### config.mk
export PLATFORM = sky130hd
export DESIGN_NAME = dmem_store_buffer_flat
export DESIGN_NICKNAME = d
export VERILOG_FILES = /design/src/rtl/dmem_store_buffer_pkg.sv /design/src/rtl/dmem_store_buffer_if.sv /design/src/rtl/dmem_store_buffer_sb_fwd_match.sv /design/src/rtl/dmem_store_buffer.sv /design/src/flat_wrapper.sv
export SDC_FILE = /design/constraint.sdc
export NUM_CORES = 1
export LEC_CHECK = 0
export BUFFER_PORTS_ARGS = -buffer_cell sky130_fd_sc_hd__buf_2
export CELL_PAD_IN_SITES_DETAIL_PLACEMENT = 0
export CELL_PAD_IN_SITES_GLOBAL_PLACEMENT = 1
export CORE_MARGIN = 4
export CORE_UTILIZATION = 39
export CTS_CLUSTER_SIZE = 12
export DETAILED_ROUTE_END_ITERATION = 8
export PLACE_DENSITY = 0.76
export SYNTH_ARGS = -nofsm -noshare
export SYNTH_HDL_FRONTEND = slang
export SYNTH_SLANG_ARGS = --single-unit
### constraint.sdc
create_clock -name clk -period 6.8 [get_ports clk]
set_clock_uncertainty 0.05 [all_clocks]
set_input_delay 0 -clock clk [delete_from_list [all_inputs] [get_ports clk]]
set_output_delay 0 -clock clk [all_outputs]
set_load 0.005 [all_outputs]
### src/rtl/dmem_store_buffer_pkg.sv
// Shared types and constants for the data-memory store buffer.
package dmem_store_buffer_pkg;

  localparam int SB_DEPTH_DEF = 4;
  localparam int ADDR_W_DEF   = 32;
  localparam int WIDX_W       = ADDR_W_DEF - 2;

  typedef struct packed {
    logic              valid;
    logic [WIDX_W-1:0] waddr;
    logic [31:0]       wdata;
  } sb_entry_t;

endpackage

### src/rtl/dmem_store_buffer_if.sv
// Memory-stage datapath port plus the RAM read/write port of the store buffer.
interface dmem_store_buffer_if
  import dmem_store_buffer_pkg::*;
#(
  parameter int ADDR_W = ADDR_W_DEF
) ();

  logic              memwriteM;
  logic              memreadM;
  logic [ADDR_W-1:0] aluoutM;
  logic [31:0]       writedataM;
  logic [31:0]       readdataM;
  logic              stallM;
  logic              sb_empty;
  logic [ADDR_W-3:0] ram_raddr;
  logic [31:0]       ram_rdata;
  logic              ram_we;
  logic [ADDR_W-3:0] ram_waddr;
  logic [31:0]       ram_wdata;
  logic              ram_wready;

  modport slave (
    input  memwriteM, memreadM, aluoutM, writedataM, ram_rdata, ram_wready,
    output readdataM, stallM, sb_empty, ram_raddr, ram_we, ram_waddr, ram_wdata
  );

  modport master (
    output memwriteM, memreadM, aluoutM, writedataM, ram_rdata, ram_wready,
    input  readdataM, stallM, sb_empty, ram_raddr, ram_we, ram_waddr, ram_wdata
  );

endinterface

### src/rtl/dmem_store_buffer_sb_fwd_match.sv
// Youngest-match search over the live store-buffer entries for load forwarding.
module sb_fwd_match
  import dmem_store_buffer_pkg::*;
#(
  parameter int DEPTH = SB_DEPTH_DEF,
  localparam int PTR_W = $clog2(DEPTH),
  localparam int CNT_W = PTR_W + 1
) (
  input  sb_entry_t         i_entries [DEPTH],
  input  logic [PTR_W-1:0]  i_head,
  input  logic [CNT_W-1:0]  i_count,
  input  logic [WIDX_W-1:0] i_ldWidx,
  output logic              o_hit,
  output logic [31:0]       o_data
);

  logic [PTR_W-1:0] w_idx;

  // Walk from oldest (head) to youngest so the last match seen is the youngest.
  always_comb begin
    o_hit  = 1'b0;
    o_data = '0;
    w_idx  = '0;
    for (int i = 0; i < DEPTH; i++) begin
      w_idx = i_head + PTR_W'(i);
      if ((CNT_W'(i) < i_count) && i_entries[w_idx].valid &&
          (i_entries[w_idx].waddr == i_ldWidx)) begin
        o_hit  = 1'b1;
        o_data = i_entries[w_idx].wdata;
      end
    end
  end

endmodule

### src/rtl/dmem_store_buffer.sv
// In-order posted store buffer between the M stage and the data RAM.
module dmem_store_buffer
  import dmem_store_buffer_pkg::*;
#(
  parameter int SB_DEPTH = SB_DEPTH_DEF,
  parameter int ADDR_W   = ADDR_W_DEF
) (
  input  logic                clk,
  input  logic                rst,
  dmem_store_buffer_if.slave  bus
);

  localparam int PTR_W = $clog2(SB_DEPTH);
  localparam int CNT_W = PTR_W + 1;

  sb_entry_t         r_entries [SB_DEPTH];
  logic [PTR_W-1:0]  r_head;
  logic [PTR_W-1:0]  r_tail;
  logic [CNT_W-1:0]  r_count;

  logic              w_full;
  logic              w_push;
  logic              w_pop;
  logic              w_fwdHit;
  logic [31:0]       w_fwdData;
  logic [WIDX_W-1:0] w_ldWidx;
  logic [1:0]        w_unusedLsb;

  assign w_ldWidx    = bus.aluoutM[ADDR_W-1:2];
  assign w_unusedLsb = bus.aluoutM[1:0];

  // Full is taken from the registered count only, so a same-cycle drain never frees a slot.
  assign w_full = (r_count == CNT_W'(SB_DEPTH));
  assign w_push = bus.memwriteM & ~w_full;
  assign w_pop  = (r_count != '0) & bus.ram_wready;

  assign bus.stallM    = bus.memwriteM & w_full;
  assign bus.sb_empty  = (r_count == '0);
  assign bus.ram_we    = (r_count != '0);
  assign bus.ram_waddr = r_entries[r_head].waddr;
  assign bus.ram_wdata = r_entries[r_head].wdata;
  assign bus.ram_raddr = w_ldWidx;
  assign bus.readdataM = (bus.memreadM && w_fwdHit) ? w_fwdData : bus.ram_rdata;

  sb_fwd_match #(
    .DEPTH (SB_DEPTH)
  ) u_fwd (
    .i_entries (r_entries),
    .i_head    (r_head),
    .i_count   (r_count),
    .i_ldWidx  (w_ldWidx),
    .o_hit     (w_fwdHit),
    .o_data    (w_fwdData)
  );

  // FIFO bookkeeping: enqueue at tail, drain from head, both may happen together.
  always_ff @(posedge clk) begin
    if (rst) begin
      r_head  <= '0;
      r_tail  <= '0;
      r_count <= '0;
      for (int i = 0; i < SB_DEPTH; i++) begin
        r_entries[i].valid <= 1'b0;
      end
    end else begin
      if (w_push) begin
        r_entries[r_tail] <= '{valid: 1'b1, waddr: w_ldWidx, wdata: bus.writedataM};
        r_tail            <= r_tail + 1'b1;
      end
      if (w_pop) begin
        r_entries[r_head].valid <= 1'b0;
        r_head                  <= r_head + 1'b1;
      end
      r_count <= r_count + CNT_W'(w_push) - CNT_W'(w_pop);
    end
  end

endmodule

### src/flat_wrapper.sv
// flat-port wrapper written by rule: the top's interface ports become plain ports
module dmem_store_buffer_flat import dmem_store_buffer_pkg::*;
#(
  parameter int SB_DEPTH = SB_DEPTH_DEF,
  parameter int ADDR_W   = ADDR_W_DEF
)
  (clk, rst, bus_memwriteM, bus_memreadM, bus_aluoutM, bus_writedataM, bus_ram_rdata, bus_ram_wready, bus_readdataM, bus_stallM, bus_sb_empty, bus_ram_raddr, bus_ram_we, bus_ram_waddr, bus_ram_wdata);
  dmem_store_buffer_if #(.ADDR_W(ADDR_W)) bus_i ();
  input  logic clk;
  input  logic rst;
  input wire logic [$bits(bus_i.memwriteM)-1:0] bus_memwriteM;
  input wire logic [$bits(bus_i.memreadM)-1:0] bus_memreadM;
  input wire logic [$bits(bus_i.aluoutM)-1:0] bus_aluoutM;
  input wire logic [$bits(bus_i.writedataM)-1:0] bus_writedataM;
  input wire logic [$bits(bus_i.ram_rdata)-1:0] bus_ram_rdata;
  input wire logic [$bits(bus_i.ram_wready)-1:0] bus_ram_wready;
  output wire logic [$bits(bus_i.readdataM)-1:0] bus_readdataM;
  output wire logic [$bits(bus_i.stallM)-1:0] bus_stallM;
  output wire logic [$bits(bus_i.sb_empty)-1:0] bus_sb_empty;
  output wire logic [$bits(bus_i.ram_raddr)-1:0] bus_ram_raddr;
  output wire logic [$bits(bus_i.ram_we)-1:0] bus_ram_we;
  output wire logic [$bits(bus_i.ram_waddr)-1:0] bus_ram_waddr;
  output wire logic [$bits(bus_i.ram_wdata)-1:0] bus_ram_wdata;
  assign bus_i.memwriteM = bus_memwriteM;
  assign bus_i.memreadM = bus_memreadM;
  assign bus_i.aluoutM = bus_aluoutM;
  assign bus_i.writedataM = bus_writedataM;
  assign bus_i.ram_rdata = bus_ram_rdata;
  assign bus_i.ram_wready = bus_ram_wready;
  assign bus_readdataM = bus_i.readdataM;
  assign bus_stallM = bus_i.stallM;
  assign bus_sb_empty = bus_i.sb_empty;
  assign bus_ram_raddr = bus_i.ram_raddr;
  assign bus_ram_we = bus_i.ram_we;
  assign bus_ram_waddr = bus_i.ram_waddr;
  assign bus_ram_wdata = bus_i.ram_wdata;
  dmem_store_buffer #(.SB_DEPTH(SB_DEPTH), .ADDR_W(ADDR_W)) u_core (.clk(clk), .rst(rst), .bus(bus_i));
endmodule
==> reports/metrics.yaml, run 1 <==
status:
  status: "finished clean"
power_and_ir_drop:
  pwr_density_cell_nw_per_um2: 325.9
  switching_power_w: 0.002463
  ir_drop_uv: 300.7
  leakage_nw: 6.839
  seq_power_share_pct: 29.7
  pwr-share-clk_pct: 24.7
  power.share.switching_pct: 37.14
  power_w: 0.006633
  p_int_w: 0.004170
  pwr-share-comb_pct: 45.6
run:
  cap_violations: 0
setup_path:
  path_class: "flop to output pin"
  cpPeakStageDelay_ns: 0.89
  worstPathCellList: "inv_2 -> ha_4 -> mux4_2 -> xnor2_1 -> nand4_1 -> nor4_1 -> and4_2 -> o31ai_4 -> buf_12 -> mux2_1 -> buf_2"
  cp_top_family: "simple AND/OR/NAND/NOR gates"
  required_ns: 6.75
  rrSetupSlack_ns: 3.70
  reg2reg_depth: 5
  path_max_fanout: 61
  crit_buf_inv: 3
  r2r_start: "u_core.r_count[1]"
  cp.arrival_ns: 5.98
  worst_setup_path_start_kind: "flop"
  critPathCaptureType: "output pin"
  crit_path_top_delay_cell: "ha_4"
min_path:
  min_from: "bus_writedataM[24]"
  whs_path_depth: 2
  worst_hold_path_type: "input pin to flop"
global_routing:
  grt_util_all_layers_pct: 20.26
  grt_pass1_vias: 12761
  antenna_found_initial: 1
  grt_remaining_overflow: 0
  grt_pass1_wl_um: 76150
  grt_max_degree: 127
placement:
  port_buffers: 225
  gp_congestion: 0.9414
  hpwl_um: 33340
logic_synthesis:
  syn_area_um2: 17590
  syn_inst: 1452
  yosys_register_bits: 259
  ys_types: 75
  ys.flop_type: "edfxtp_1"
  synth_edf_count: 248
  syn_avg_cell_area_um2: 12.11
  async_flop_share_pct: 0
  synth-warning-count: 0
  ys_seq_area_share_pct: 43.59
  synth_fp_nets: 1566
clocking:
  numCtsBuffers: 31
  clk_path_buf_depth: 3
  clk_pin_slew_worst_paths_ns: 0.06
  cts_sinks: 259
  insertion_delay_ns: 0.59
  root_buffer: "clkbuf_16"
  cts_htree_levels: 1
  cts_tree: "built"
floorplanning:
  die_y_um: 220.4
  initial_utilization_pct: 39.60
  ios: 228
  rows: 77
  die-area_um2: 48560
  core_um2: 44410
  die_w_um: 220.4
sta:
  relSlewSlack_pct: 24.04
  holdWs_ns: 0.1147
  finalHoldViolCount: 0
  max_freq_ghz: 0.1658
  setup_viol: 0
  grt_setup_unrepaired: "no"
  tightest_slew_ns: 1.139
  finalCriticalPeriod_ns: 6.031
  tns_ns: 0
  finalCritPeriodShare_pct: 88.69
  maxSlewViolCount: 0
drt:
  vias: 12984
  routedWlPerCell_um: 22.44
  drt_iter0_markers: 1059
  drtPass1Iterations: 5
  drt-total-wl_um: 50700
  ant_nets: 0
  via_per_inst: 5.748
  drc: 0
finish:
  final_common_cell: "edfxtp_1"
  multiInputGateArea_um2: 8885
  regArea_um2: 7675
  syn_to_final_growth_pct: 15.71
  fill_cells: 4009
  layout_common_cells: "edfxtp_1, buf_2, mux2i_1, nor2_1, xnor2_1"
  fin_nets: 1755
  drive_above_1_share_pct: 26.41
==> final cells by class <==
class | instances | area share (%)
multi-input cells | 1018 | 43.66
flip-flops and latches | 259 | 37.71
repair buffers | 308 | 9.591
clock buffers | 37 | 3.922
well taps | 592 | 3.639
clock inverters | 21 | 1.045
inverters | 23 | 0.4242
diodes | 1 | 0.01230
==> cell families (layout without fill, tap and decap cells) <==
logic type	Yosys count	after routing	synth area share (%)
mux	398	398	28.59
compound gates	265	265	9.703
flops	259	259	43.59
simple gates	247	247	6.338
buf+inv	175	389	6.075
xor+xnor	95	95	4.731
fa+ha+maj	13	13	0.9675
other cells	0	1	0
==> power by group through the flow <==
stage	Combinational (W)	Sequential [W]	Clock, W
6_report	0.00303	0.00197	0.00164
5_1_grt	0.00328	0.00198	0.00175
4_1_cts	0.00302	0.00197	0.00167
3_5_place_dp	0.00298	0.00200	0
3_3_place_gp	0.00294	0.00199	0
2_1_floorplan	0.00231	0.00194	0
==> through the flow <==
stage / setup WS [ns] / utilization [%] / cell area [µm²] / std cells
2_1_floorplan: 1.628 / - / 17590 / 1452
3_5_place_dp: 1.381 / 42.05 / 18680 / 2134
5_1_grt: 0.5432 / 45.82 / 20350 / 2259
4_1_cts: 0.7344 / 45.82 / 20350 / 2258
3_3_place_gp: 1.429 / 42.05 / 18680 / 2134
6_report: 0.7693 / 45.82 / 20350 / 2259
==> layer usage <==
metal  up-vias  GRT usage [%]  part of all wire, %
li1       5941              -                    -
met1      6502          27.93                   42
met2       468          33.55                   48
met3        73          3.062                  6.8
met4         0          5.506                  2.5
met5         -              0                    0
==> worst reg2reg max path: stages, from the launching register on <==
cell,delay (ns)
dfxtp_1,0.42
nor2_1,0.10
a21boi_1,0.59
nor2b_1,0.35
and2_4,0.45
buf_4,0.73
==> timing repair <==
action / in CTS / in global routing
hold buffers: 66 / 0
setup buffers: 0 / 0
resized for setup: 0 / 0
hold endpoints to repair: 259 / 0
==> Yosys cell counts (9+ instances only) <==
cell	n	share of area (%)
mux2i_1	192	11
nor2_1	96	2.0
inv_1	21	0.45
buf_4	36	1.5
mux4_2	60	7.7
nand2_1	88	1.9
a31oi_1	33	1.2
mux2_1	60	3.8
ha_1	12	0.85
nor2b_1	9	0.32
a21oi_1	48	1.4
clkbuf_1	50	1.1
a211oi_1	38	1.6
buf_6	17	1.1
xnor2_1	89	4.4
buf_1	16	0.34
nor4_1	9	0.32
dfxtp_1	11	1.3
edfxtp_1	248	42
nand4_1	22	0.78
buf_2	20	0.57
o21ai_0	78	2.2
mux2_2	77	4.9
==> how the worst max path moves through the flow <==
stage,endpoint,slack (ns),start,depth (start not counted)
2_1_floorplan,bus_readdataM[1],1.63,u_core.r_head[0],22
3_3_place_gp,bus_readdataM[15],1.43,u_core.r_head[1],11
3_5_place_dp,bus_readdataM[15],1.38,u_core.r_head[1],11
4_1_cts,bus_readdataM[15],0.73,u_core.r_head[1],11
5_1_grt,bus_readdataM[15],0.54,u_core.r_head[1],11
6_report,bus_readdataM[15],0.77,u_core.r_head[1],11
Power figures use the tool's default switching activity.
==> run 2: changes to the inputs <==
--- a/config.mk
+++ b/config.mk
@@ -10,6 +10,7 @@
 export CELL_PAD_IN_SITES_GLOBAL_PLACEMENT = 1
 export CORE_MARGIN = 4
 export CORE_UTILIZATION = 39
+export CTS_BUF_LIST = sky130_fd_sc_hd__clkbuf_4
 export CTS_CLUSTER_SIZE = 12
 export DETAILED_ROUTE_END_ITERATION = 8
 export PLACE_DENSITY = 0.76
==> run 2 against run 1 <==
  * Cell count is 4.7% higher
  * Core utilization increased by 0.54 points
  * Critical path type unchanged
  * Highest routed layer unchanged
  * Worst setup slack worse by 0.18 ns
==> reports/metrics.yaml, run 2 (synthesis gave the netlist of run 1 again) <==
status:
  status: "finished clean"
power_and_ir_drop:
  seq_power_share_pct: 30.7
  pwr_density_cell_nw_per_um2: 310.9
  switching_power_w: 0.002485
  p_int_w: 0.003917
  ir_drop_uv: 298.7
  leakage_nw: 7.020
  power.share.switching_pct: 38.82
  pwr-share-clk_pct: 21.8
  pwr-share-comb_pct: 47.5
sta:
  finalCriticalPeriod_ns: 6.210
  maxSlewViolCount: 0
  setup_viol: 0
  relSlewSlack_pct: 22.90
  finalHoldViolCount: 0
  tns_ns: 0
  fin_ws_ns: 0.5901
  grt_setup_unrepaired: "no"
  finalCritPeriodShare_pct: 91.32
  tightest_slew_ns: 1.157
  max_freq_ghz: 0.1610
clocking:
  cts_htree_levels: 3
  cts_resized: 0
  cts_setup_buffers: 0
  clk_pin_slew_worst_paths_ns: 0.08
  root_buffer: "clkbuf_4"
  cts_tree: "built"
  cts_hold_buf: 103
  clk_path_buf_depth: 3
  cts_sinks: 259
  numCtsBuffers: 73
  insertion_delay_ns: 0.77
setup_path:
  worstPathCellList: "inv_2 -> ha_4 -> mux4_2 -> xnor2_1 -> nand4_1 -> nor4_1 -> and4_2 -> o31ai_4 -> buf_12 -> mux2_1 -> buf_2"
  worst_setup_path_start_kind: "flop"
  path_class: "flop to output pin"
  cp.arrival_ns: 6.16
  r2r_start: "u_core.r_count[1]"
  required_ns: 6.75
  reg2reg_depth: 5
  critPathCaptureType: "output pin"
  setup.worst_path.start: "u_core.r_head[1]"
  path_max_fanout: 61
  crit_path_top_delay_cell: "ha_4"
  cpPeakStageDelay_ns: 0.90
floorplanning:
  initial_utilization_pct: 39.60
  core_um2: 44410
  die-area_um2: 48560
  rows: 77
  ios: 228
  die_w_um: 220.4
  die_y_um: 220.4
drt:
  ant_nets: 0
  drc: 0
  vias: 13363
  drt-total-wl_um: 51650
  drt_iter0_markers: 969
  drtPass1Iterations: 5
  routedWlPerCell_um: 21.83
  via_per_inst: 5.648
finish:
  syn_to_final_growth_pct: 17.09
  fin_nets: 1834
  fill_cells: 4046
  final_common_cell: "edfxtp_1"
  multiInputGateArea_um2: 8885
  regArea_um2: 7675
  fin_cells: 2366
  drive_above_1_share_pct: 28.51
  layout_common_cells: "edfxtp_1, buf_2, mux2i_1, dlygate4sd3_1, clkbuf_4"
global_routing:
  grt_pass1_vias: 13230
  antenna_found_initial: 3
  grt_pass1_wl_um: 77480
  top_usage_layer: "met2"
  grt_util_met2_pct: 34.03
  grt_util_all_layers_pct: 20.88
  use_met1_pct: 27.66
  grt_remaining_overflow: 0
  grt_max_degree: 127
  grtUsageMet3_pct: 4.545
placement:
  gp_congestion: 0.9414
  hpwl_um: 33340
  port_buffers: 225
  placedCellCount: 2134
  pre_cts_slack_ns: 1.381
min_path:
  min_from: "bus_aluoutM[30]"
  worst_hold_path_type: "input pin to flop"
  whs_path_depth: 2
run:
  cap_violations: 0
==> run 2: changes by cell type in the layout (fill, tap and decap cells not counted), moves of 4 or more <==
cell / change
clkinv_2: -4
clkinv_1: +7
clkbuf_4: +101
diode_2: +5
clkbuf_16: -31
dlygate4sd3_1: +37
clkbuf_1: -6
==> run 2: power groups by stage <==
stage / combinational [W] / sequential, W / clock [W]
floorplan: 0.00231 / 0.00194 / 0
detailed placement: 0.00298 / 0.00200 / 0
global route: 0.00330 / 0.00198 / 0.00155
CTS: 0.00304 / 0.00197 / 0.00145
finish: 0.00304 / 0.00197 / 0.00139
global placement: 0.00294 / 0.00199 / 0
==> run 2: stage by stage <==
stage               hold WS (ns)  cell area, µm²  power [W]  utilization (%)
finish                   0.08256           20590   0.006402            46.37
global route             0.02578           20590   0.006823            46.36
floorplan                0.02161           17590   0.004248                -
CTS                     0.004527           20580   0.006455            46.33
global placement          0.1615           18680   0.004928            42.05
detailed placement        0.1662           18680   0.004975            42.05
==> run 2: layout make-up <==
| class | instances | area share [%] |
|---|---|---|
| Timing Repair Buffer | 345 | 11.28 |
| Multi-Input combinational cell | 1018 | 43.14 |
| Clock inverter | 22 | 0.5407 |
| Sequential cell | 259 | 37.27 |
| Tap cell | 592 | 3.597 |
| Antenna cell | 6 | 0.07291 |
| Clock buffer | 101 | 3.682 |
| Inverter | 23 | 0.4192 |
==> run 2: final timing paths <==
path	endpoint	slack, ns
max	bus_readdataM[16]	0.59
min	flop	0.08
max reg2reg	flop	3.68
min reg2reg	u_core.r_entries[62]	0.49
==> run 2: metal layers <==
metal	part of all wire [%]	wire, µm
met1	42	21720
met2	48	25010
met3	7.1	3662
met4	2.4	1253
met5	0	0
==> run 2: critical path: cells and delay by family, from the launching register on <==
kind	cells	cell delay, ns
AOI/OAI and AO/OA	1	0.25
xor gates and xnor gates	1	0.27
adders and majority gates	1	0.90
buffers and inverters	3	0.66
DFF	1	0.67
muxes	2	0.94
and+or+nand+nor	3	1.63
==> run 3: changes to the inputs <==
--- a/config.mk
+++ b/config.mk
@@ -9,11 +9,11 @@
 export CELL_PAD_IN_SITES_DETAIL_PLACEMENT = 0
 export CELL_PAD_IN_SITES_GLOBAL_PLACEMENT = 1
 export CORE_MARGIN = 4
-export CORE_UTILIZATION = 39
+export CORE_UTILIZATION = 44
 export CTS_BUF_LIST = sky130_fd_sc_hd__clkbuf_4
 export CTS_CLUSTER_SIZE = 12
 export DETAILED_ROUTE_END_ITERATION = 8
-export PLACE_DENSITY = 0.76
+export PLACE_DENSITY = 0.83
 export SYNTH_ARGS = -nofsm -noshare
 export SYNTH_HDL_FRONTEND = slang
 export SYNTH_SLANG_ARGS = --single-unit
==> constraint.sdc (replaced) <==
create_clock -name clk -period 7.3 [get_ports clk]
set_clock_uncertainty 0.05 [all_clocks]
set_input_delay 0 -clock clk [delete_from_list [all_inputs] [get_ports clk]]
set_output_delay 0 -clock clk [all_outputs]
set_load 0.005 [all_outputs]
==> run 3 against run 2 <==
  * Sequential share of layout area is 0.17 points higher
  * Flip-flop and latch count stayed put
  * Die area is 11% lower
  * Register-to-register slack better by 0.53 ns
  * Power is 5.6% lower
  * Global-route usage is 1.9 points higher
  * Core utilization is 6.1 points higher
  * Combinational power is 6.6% lower
  * Largest cell class unchanged
  * Highest routed layer is now met5
==> reports/metrics.yaml, run 3 (synthesis gave the netlist of run 1 again) <==
clocking:
  insertion_delay_ns: 0.73
  clk_path_buf_depth: 3
  cts_tree: "built"
  cts_resized: 0
  root_buffer: "clkbuf_4"
  clk_pin_slew_worst_paths_ns: 0.06
  cts_sinks: 259
  numCtsBuffers: 72
  cts_htree_levels: 3
finish:
  multiInputGateArea_um2: 8885
  syn_to_final_growth_pct: 16.56
  fin_nets: 1829
  drive_above_1_share_pct: 28.81
  layout_common_cells: "edfxtp_1, buf_2, mux2i_1, clkbuf_4, dlygate4sd3_1"
  fill_cells: 3427
  regArea_um2: 7675
  final_common_cell: "edfxtp_1"
setup_path:
  crit_path_top_delay_cell: "buf_4"
  path_max_fanout: 43
  setup.worst_path.start: "u_core.r_head[0]"
  required_ns: 7.25
  critPathCaptureType: "output pin"
  r2r_start: "u_core.r_count[1]"
  cpPeakStageDelay_ns: 0.68
  worst_path_most_repeated_cell: "buf_4"
  worstPathCellList: "buf_4 -> buf_4 -> mux4_1 -> xnor2_1 -> o2111ai_1 -> or4_4 -> nor4_4 -> buf_4 -> mux2_1 -> a31oi_1 -> mux2i_1 -> mux2_1 -> buf_2"
  worst_setup_path_start_kind: "flop"
  cp.arrival_ns: 6.18
  path_class: "flop to output pin"
sta:
  finalCritPeriodShare_pct: 85.33
  grt_setup_unrepaired: "no"
  fin_ws_ns: 1.071
  finalHoldViolCount: 0
  max_freq_ghz: 0.1605
  relSlewSlack_pct: 30.99
  maxSlewViolCount: 0
  tns_ns: 0
  tightest_slew_ns: 1.035
  finalCriticalPeriod_ns: 6.229
  setup_viol: 0
min_path:
  worst_hold_path_type: "input pin to flop"
  min_from: "bus_aluoutM[24]"
floorplanning:
  core_um2: 39100
  initial_utilization_pct: 44.99
  die_w_um: 207.9
  ios: 228
  rows: 72
  die-area_um2: 43230
  die_y_um: 207.9
placement:
  port_buffers: 225
  gp_congestion: 0.9489
  hpwl_um: 32910
  pre_cts_slack_ns: 1.917
drt:
  drt_iter0_markers: 1115
  vias: 13507
  ant_nets: 0
  drtPass1Iterations: 5
  drt-total-wl_um: 50750
  routedWlPerCell_um: 22.17
  via_per_inst: 5.901
  drc: 0
global_routing:
  grt_max_degree: 115
  antenna_found_initial: 4
  grt_pass1_vias: 13509
  grt_util_all_layers_pct: 22.75
  grt_remaining_overflow: 0
  grt_pass1_wl_um: 78060
status:
  status: "finished clean"
power_and_ir_drop:
  ir_drop_uv: 255.6
  power_w: 0.006041
  leakage_nw: 7.026
  pwr_density_cell_nw_per_um2: 294.7
run:
  cap_violations: 0
==> run 3: cell types whose count changed in the layout (fill, tap and decap cells not counted), sizes merged, moves of 2 or more <==
cell	delta
clkinv	-2
bufinv	+2
dlygate4sd3	-4
diode	-2
clkbuf	+4
inv	-2
==> run 3: through the flow <==
| stage | area (µm²) | std cells | util (%) | hold slack [ns] |
|---|---|---|---|---|
| finish | 20500 | 2289 | 52.44 | 0.07436 |
| global route | 20500 | 2289 | 52.44 | 0.03716 |
| CTS | 20490 | 2285 | 52.41 | 0.01716 |
| detailed placement | 18550 | 2060 | 47.44 | 0.1667 |
| global placement | 18550 | 2060 | 47.44 | 0.1595 |
| floorplan | 17590 | 1452 | - | 0.02161 |
==> run 3: worst paths after layout <==
path              slack, ns                    end  cells past startpoint
setup / recovery       1.07      bus_readdataM[24]                     13
hold / removal         0.07                   flop                      2
setup reg to reg       4.21                   flop                      5
hold reg to reg        0.50  u_core.r_entries[188]                      2
==> run 3: report_power, final <==
| part | switching, W | total (W) | internal (W) |
|---|---|---|---|
| combinational | 0.00161 | 0.00284 | 0.00123 |
| clock | 0.000624 | 0.00139 | 0.000764 |
| sequential | 0.0000778 | 0.00182 | 0.00174 |
| total | 0.00231 | 0.00604 | 0.00373 |
==> run 3: routing by layer <==
layer	vias to the layer above	wire [µm]	share of wire [%]	global-route usage [%]
met2	591	24080	47	36.67
met5	-	13	0.026	0
li1	6126	-	-	-
met4	2	1570	3.1	8.652
met3	109	4118	8.1	5.302
met1	6679	20970	41	30.10
==> run 3: critical path, delay by kind of cell, from the launching register on <==
kind,cells,cell delay [ns]
AO/OA/AOI/OAI,2,0.37
XOR/XNOR,1,0.23
buffers and inverters,4,1.96
flip-flops,1,0.54
multiplexers,4,1.54
AND/OR/NAND/NOR,2,0.68
==> run 3: cell type report <==
type / instances / share of cell area [%]
well taps: 518 / 3.161
multi-input cells: 1018 / 43.34
flip-flops and latches: 259 / 37.44
inverters: 23 / 0.4211
clock buffers: 105 / 3.845
diodes: 4 / 0.04883
clock inverters: 21 / 0.7995
repair buffers: 341 / 10.95
==> run 3: repair_timing <==
| item | in CTS | in global routing |
|---|---|---|
| endpoints found under the hold margin | 259 | 0 |
| hold buffers | 99 | 0 |
| buffers inserted | 0 | 0 |
